**src/rtl/shared_reg_if.sv**
```systemverilog
// Requester-side bus of the shared register arbiter: requests/data in, grant/ack/readback out.
// Parity outputs exist only when SHARED_REG_PARITY_EN is defined.
interface shared_reg_if #(
  parameter int NUM_REQ = 4,
  parameter int WIDTH   = 4
);
  logic [NUM_REQ-1:0]       req;
  logic [NUM_REQ*WIDTH-1:0] wr_data;
  logic [NUM_REQ-1:0]       gnt;
  logic                     ack;
  logic [2:0]               owner;
  logic                     busy;
  logic [WIDTH-1:0]         q;
`ifdef SHARED_REG_PARITY_EN
  logic                     par;
  logic                     perr;
`endif

  modport master (
    output req, wr_data,
`ifdef SHARED_REG_PARITY_EN
    input  par, perr,
`endif
    input  gnt, ack, owner, busy, q
  );

  modport slave (
    input  req, wr_data,
`ifdef SHARED_REG_PARITY_EN
    output par, perr,
`endif
    output gnt, ack, owner, busy, q
  );
endinterface

```
**src/rtl/shared_reg_arbiter.sv**
```systemverilog
// Round-robin arbiter + IDLE->GRANT->ACK write sequencer for one shared WIDTH-bit register.
// Optional parity on the register (par/perr) is enabled by defining SHARED_REG_PARITY_EN.
module shared_reg_arbiter #(
  parameter int NUM_REQ = 4,
  parameter int WIDTH   = 4
) (
  input  logic      clk,
  input  logic      rst,
  shared_reg_if.slave bus
);
  typedef enum logic [1:0] {IDLE = 2'd0, GRANT = 2'd1, ACK = 2'd2} state_t;

  state_t                       state, state_nxt;
  logic [2:0]                   ptr, owner_r, win_idx;
  logic                         win_vld;
  logic                         busy_c, ack_c;
  logic [NUM_REQ-1:0][WIDTH-1:0] data_v;
  logic [WIDTH-1:0]             q_r, ld_data;
  logic [3:0]                   cand;

  assign data_v = bus.wr_data;

  // Cyclic search starting one past the last winner; first set bit wins.
  always_comb begin
    win_vld = 1'b0;
    win_idx = '0;
    cand    = '0;
    for (int k = 1; k <= NUM_REQ; k++) begin
      cand = {1'b0, ptr} + 4'(k);
      if (cand >= 4'(NUM_REQ)) cand = cand - 4'(NUM_REQ);
      for (int i = 0; i < NUM_REQ; i++) begin
        if (!win_vld && cand == 4'(i) && bus.req[i]) begin
          win_vld = 1'b1;
          win_idx = 3'(i);
        end
      end
    end
  end

  always_comb begin
    state_nxt = state;
    busy_c    = 1'b0;
    ack_c     = 1'b0;
    unique case (state)
      IDLE:  if (win_vld) state_nxt = GRANT;
      GRANT: begin
        busy_c    = 1'b1;
        state_nxt = ACK;
      end
      ACK: begin
        busy_c    = 1'b1;
        ack_c     = 1'b1;
        state_nxt = IDLE;
      end
      default: state_nxt = IDLE;
    endcase
  end

  always_comb begin
    ld_data = '0;
    for (int i = 0; i < NUM_REQ; i++)
      if (owner_r == 3'(i)) ld_data = data_v[i];
  end

  always_ff @(posedge clk) begin
    if (rst) begin
      state   <= IDLE;
      ptr     <= 3'(NUM_REQ - 1);
      owner_r <= '0;
    end else begin
      state <= state_nxt;
      if (state == IDLE && win_vld) begin
        owner_r <= win_idx;
        ptr     <= win_idx;
      end
    end
  end

  // Data is taken at the edge closing GRANT, regardless of req at that point.
  always_ff @(posedge clk) begin
    if (rst)                 q_r <= '0;
    else if (state == GRANT) q_r <= ld_data;
  end

`ifdef SHARED_REG_PARITY_EN
  logic par_r;
  always_ff @(posedge clk) begin
    if (rst)                 par_r <= 1'b0;
    else if (state == GRANT) par_r <= ^ld_data;
  end
  assign bus.par  = par_r;
  assign bus.perr = par_r ^ (^q_r);
`endif

  for (genvar i = 0; i < NUM_REQ; i++) begin : g_gnt
    assign bus.gnt[i] = busy_c && (owner_r == 3'(i));
  end

  assign bus.ack   = ack_c;
  assign bus.busy  = busy_c;
  assign bus.owner = owner_r;
  assign bus.q     = q_r;
endmodule

```
**src/flat_wrapper.sv**
```systemverilog
// flat-port wrapper written by rule: the top's interface ports become plain ports
module shared_reg_arbiter_flat 
#(
  parameter int NUM_REQ = 4,
  parameter int WIDTH   = 4
)
  (clk, rst, bus_req, bus_wr_data, bus_gnt, bus_ack, bus_owner, bus_busy, bus_q);
  shared_reg_if #(.NUM_REQ(NUM_REQ), .WIDTH(WIDTH)) bus_i ();
  input  logic clk;
  input  logic rst;
  input wire logic [$bits(bus_i.req)-1:0] bus_req;
  input wire logic [$bits(bus_i.wr_data)-1:0] bus_wr_data;
  output wire logic [$bits(bus_i.gnt)-1:0] bus_gnt;
  output wire logic [$bits(bus_i.ack)-1:0] bus_ack;
  output wire logic [$bits(bus_i.owner)-1:0] bus_owner;
  output wire logic [$bits(bus_i.busy)-1:0] bus_busy;
  output wire logic [$bits(bus_i.q)-1:0] bus_q;
  assign bus_i.req = bus_req;
  assign bus_i.wr_data = bus_wr_data;
  assign bus_gnt = bus_i.gnt;
  assign bus_ack = bus_i.ack;
  assign bus_owner = bus_i.owner;
  assign bus_busy = bus_i.busy;
  assign bus_q = bus_i.q;
  shared_reg_arbiter #(.NUM_REQ(NUM_REQ), .WIDTH(WIDTH)) u_core (.clk(clk), .rst(rst), .bus(bus_i));
endmodule
```
**config.mk**
```make
export PLATFORM = sky130hd
export DESIGN_NAME = shared_reg_arbiter_flat
export DESIGN_NICKNAME = d
export VERILOG_FILES = /design/src/rtl/shared_reg_if.sv /design/src/rtl/shared_reg_arbiter.sv /design/src/flat_wrapper.sv
export SDC_FILE = /design/constraint.sdc
export NUM_CORES = 1
export LEC_CHECK = 0
export BUFFER_PORTS_ARGS = -buffer_cell sky130_fd_sc_hd__buf_2
export CORE_MARGIN = 2
export CORE_UTILIZATION = 38
export CTS_BUF_LIST = sky130_fd_sc_hd__clkbuf_8 sky130_fd_sc_hd__clkbuf_16
export CTS_CLUSTER_DIAMETER = 200
export DETAILED_ROUTE_END_ITERATION = 7
export MAX_ROUTING_LAYER = met4
export PLACE_DENSITY = 0.73
export SLEW_MARGIN = 20
export SYNTH_ARGS = -nofsm -noshare
export SYNTH_HDL_FRONTEND = slang
export SYNTH_SLANG_ARGS = --single-unit
```
**constraint.sdc**
```tcl
create_clock -name clk -period 1.4 [get_ports clk]
set_clock_uncertainty 0.05 [all_clocks]
set_input_delay 0 -clock clk [delete_from_list [all_inputs] [get_ports clk]]
set_output_delay 0 -clock clk [all_outputs]
set_load 0.01 [all_outputs]
```
# After elaboration in Yosys (flattened, before gate mapping)
# Cells that the tools add are included.
# W data, S select, Z words.
# classes
n_addsub,8
magnitude_cmp,4
n_eq_ne,18
n_mux,43
reduce_logical,58
# ops
op,n
$logic_and A1 B1 Y1,36
$eq A4 B2 Y1 const B,8
$mux W4,8
$mux W2,15
$mux W1,19
$eq A4 B1 Y1 const B,4
$ge A4 B3 Y1 const B,4
$logic_not A4 Y1,4
$sub A4 B3 Y4 const B,4
$logic_not A1 Y1,15
$add A3 B2 Y4 const B,2
$eq A3 B2 Y1 const B,2
$add A3 B1 Y4 const B,1
$add A3 B3 Y4 const B,1
$pmux W2 S2,1
$eq A3 B1 Y1 const B,1
$logic_not A3 Y1,1
$eq A2 B1 Y1 const B,1
$eq A2 B2 Y1 const B,1
$logic_not A2 Y1,1
$ne A2 B1 Y1 const B,1
$reduce_or A2 Y1,1
# word_totals
ff_bits,12
inputBits,22
out_inout_bits,13
word_cells,135

# Logic depth before layout (Yosys ltp)
# logic_depth
ltp_word,68
ltp_mapped,5

# Least setup slack after synthesis
# OpenSTA, ideal clock, no wires.
# synth_timing
path_kind,register to register
start,"register u_core.owner_r[0], in the netlist u_core.bus.owner[0]"
end,"register u_core.q_r[0], in the netlist u_core.bus.q[0]"
arrival_time_ns,1.252
path_slack_ns,-0.030
path_stages_with_launch,5
n_path_buf,1
period_less_slack_ns,1.430
path_cell_list,dfxtp_1 > buf_2 > mux4_2 > mux2i_1 > nor2_1
# synth_via
elab_chain_len,5
# synth_lines
item,line_no,text
start: declaration,shared_reg_arbiter.sv:14,"logic [2:0] ptr, owner_r, win_idx;"
start signal: assignment,shared_reg_arbiter.sv:73,owner_r <= win_idx;
$logic_not A3 Y1,shared_reg_arbiter.sv:62,if (owner_r == 3'(i)) ld_data = data_v[i];
$mux W4 (3 in a row),shared_reg_arbiter.sv:62,
$mux W4 (*),shared_reg_arbiter.sv:62,
end signal: assignment,shared_reg_arbiter.sv:82,else if (state == GRANT) q_r <= ld_data;
end: declaration,shared_reg_arbiter.sv:18,"logic [WIDTH-1:0] q_r, ld_data;"
# Mark *: on every way between the ends. The rest lies on a longest branch, timed or not.
# A chain may end at the register's enable or synchronous reset.

# Worst setup path in the final report
# layout_timing
start,register u_core.state[0]
end,"register u_core.owner_r[1], in the netlist u_core.bus.owner[1]"
# layout_via
elab_chain_len,2
# layout_lines
item,line_no,text
start: declaration,shared_reg_arbiter.sv:13,"state_t state, state_nxt;"
start signal: assignment,shared_reg_arbiter.sv:71,state <= state_nxt;
$logic_not A2 Y1,shared_reg_arbiter.sv:72,if (state == IDLE && win_vld) begin
$logic_and A1 B1 Y1,shared_reg_arbiter.sv:72,
# Every way passes these cells.

==> impl_metrics.ini <==
[worst_hold_path]
hold_depth = 2
whs_endpoint = u_core.bus.q[1]$_SDFFE_PP0N_
hold_class = primary input to flop
hp-start = rst

[drt]
via_per_inst = 5.114
ant_nets = 0
via_count = 629
drtIter0Drc = 4
wl_per_cell_um = 12.48
drc = 0
postRouteWirelength_um = 1535
firstDrtPassIters = 4

[cells_and_area]
syn_to_final_growth_pct = 45.10
drive_above_1_share = 0.5047
antennaDiodeCount = 0
final_core_util = 0.6006
finalNetCount = 134
fill_cells = 142

[setup_path]
rr_startpoint = u_core.state[0]$_SDFFE_PP0P_
end_kind = flop
start_kind = flop
required_ns = 1.52
crit_fanout = 4
regToRegSetupSlack_ns = 0.05
regToRegEndpoint = u_core.bus.owner[1]$_SDFFE_PP0P_
rr_worst_depth = 6
criticalPathCategory = flop to flop
arrival_ns = 1.47

[cts]
clock-sinks = 10
htreeDepth = 1
post_cts_resized = 1
cts-root-buf = clkbuf_8
clock_latency_ns = 0.24
cts_buffers = 3
cts_tree = yes
postCtsHoldBufs = 0
cts_setup_buffers = 0
cts_buffer_depth = 2
cts.clk_slew.worst_paths_ns = 0.05

[power]
vdd_drop_max_v = 0.0006519
power_w = 0.001041
leakagePower_nw = 0.4511
p_per_area_mw_per_mm2 = 1124

[die]
start_util = 0.4140
dieWidth_um = 44.98
die_h_um = 44.98
dieArea_mm2 = 0.002023
rows = 14
coreArea_mm2 = 0.001541
io_pins = 35

[timing]
period_needed_ns = 1.347
fmax_mhz = 742.4
fin_tns_setup_ns = 0
final_hold_viol_count = 0
worst_slack_ns = 0.05298
final_max_slew_viol_count = 0
timing.final.crit_share = 0.9622
finalSetupViolations = 0

[global_route]
grt_pass1_vias = 546
antenna_found_initial = 0
grt_max_degree = 11
grt_pass1_wl_um = 2270
grt_overflow = 0
grt_use_total = 0.1635

[yosys]
synth_warnings = 0
synthDistinctLibCells = 29
syn_inst = 70
synth-seq-cells = 10
syn-num-nets = 96
synth.avg_cell_area_um2 = 9.116
seq_area_frac_synth = 0.3137
synthesis.area_um2 = 638.1

[run_status]
status = finished, final reports clean

[placement]
port_buffers = 33
place_ws_ns = -0.03159
place.gp.congestion = 0.7617
hpwl_um = 1176

[flow_run]
cap_violations = 0
[placed cells by master, fill, tap and decap left out, types with 2 or more instances in the layout]
cell / count
a21oi_1: 5
buf_2: 33
buf_4: 4
clkbuf_8: 4
dfxtp_1: 9
ha_1: 3
inv_1: 5
mux2i_1: 4
mux4_2: 4
nand2_1: 5
nand2b_1: 2
nor2_1: 8
o21ai_0: 2
[routing by layer]
metal,part of all wire,global-route usage,vias up
met5,0,-,-
met4,0.010,0.07059,0
met3,0.045,0.06000,2
met2,0.51,0.2571,14
met1,0.43,0.1859,294
li1,-,-,319
[cell usage after synthesis (all sizes together)]
cell,count,share of area
a2111oi,1,0.014
a21oi,5,0.039
a311o,1,0.016
and2b,1,0.014
and3,1,0.0098
buf,3,0.025
clkbuf,2,0.012
conb,1,0.0059
dfxtp,10,0.31
ha,4,0.078
inv,5,0.029
mux2i,4,0.063
mux4,4,0.14
nand2,5,0.029
nand2b,2,0.020
nor2,8,0.047
nor2b,1,0.0098
nor3,1,0.0078
nor3b,2,0.024
nor4,1,0.0098
nor4b,1,0.014
o21ai,2,0.016
o31ai,1,0.012
o41ai,1,0.014
or2,1,0.0098
or3,1,0.0098
or4,1,0.018
[state kept, by name, indices dropped and copies added (netlist names)]
| name | flops |
|---|---|
| u_core.state | 2 |
| u_core.bus.q | 4 |
| u_core.bus.owner | 2 |
| u_core.ptr | 2 |
[per-stage QoR]
step / std cells / cell area, um2 / hold slack (ns)
after floorplan: 70 / 640.6 / 0.1653
after global placement: 119 / 849.6 / 0.2612
after detailed placement: 119 / 849.6 / 0.2670
after CTS: 123 / 905.9 / 0.01601
after global routing: 123 / 925.9 / 0.02919
final: 123 / 925.9 / 0.02008
[report_power, final]
part | internal (W) | switching (W)
clock | 0.000247 | 0.000115
sequential | 0.000321 | 0.0000283
combinational | 0.000179 | 0.000151
[worst max-delay path, cell delays in order (launching register included)]
cell     delay, ns
dfxtp_1       0.30
inv_1         0.08
ha_2          0.22
buf_4         0.14
o21ai_0       0.07
a311o_1       0.29
a21oi_1       0.12
[cell type report]
class	instances	area, um2	area share
Tap cell	16	20.02	0.02162
Timing Repair Buffer	38	215.2	0.2324
Multi-Input combinational cell	50	415.4	0.4486
Sequential cell	10	201.4	0.2176
Inverter	5	18.77	0.02027
Clock buffer	4	55.05	0.05946
[worst max path at each step]
| stage | start | end | slack, ns | cells past startpoint |
|---|---|---|---|---|
| 2_1_floorplan | u_core.bus.owner[0]$_SDFFE_PP0P_ | u_core.bus.q[0]$_SDFFE_PP0N_ | 0.02 | 4 |
| 3_3_place_gp | u_core.state[0]$_SDFFE_PP0P_ | u_core.ptr[0]$_SDFFE_PP1P_ | 0.06 | 5 |
| 3_5_place_dp | u_core.state[0]$_SDFFE_PP0P_ | u_core.ptr[0]$_SDFFE_PP1P_ | -0.03 | 5 |
| 4_1_cts | u_core.state[0]$_SDFFE_PP0P_ | u_core.ptr[0]$_SDFFE_PP1P_ | 0.02 | 5 |
| 5_1_grt | u_core.state[1]$_SDFFE_PP0P_ | bus_gnt[0] | -0.02 | 4 |
| 6_report | u_core.state[0]$_SDFFE_PP0P_ | u_core.bus.owner[1]$_SDFFE_PP0P_ | 0.05 | 6 |
[kinds of logic (layout without fill, tap and decap cells)]
group / Yosys count / count (layout) / share of synthesized area
AOI/OAI and AO/OA: 11 / 11 / 0.1098
adders and majority gates: 4 / 4 / 0.07843
buffers and inverters: 10 / 47 / 0.06667
DFF: 10 / 10 / 0.3137
muxes: 8 / 8 / 0.2039
other: 1 / 1 / 0.005877
and+or+nand+nor: 26 / 26 / 0.2216
Power figures use the tool's default switching activity.
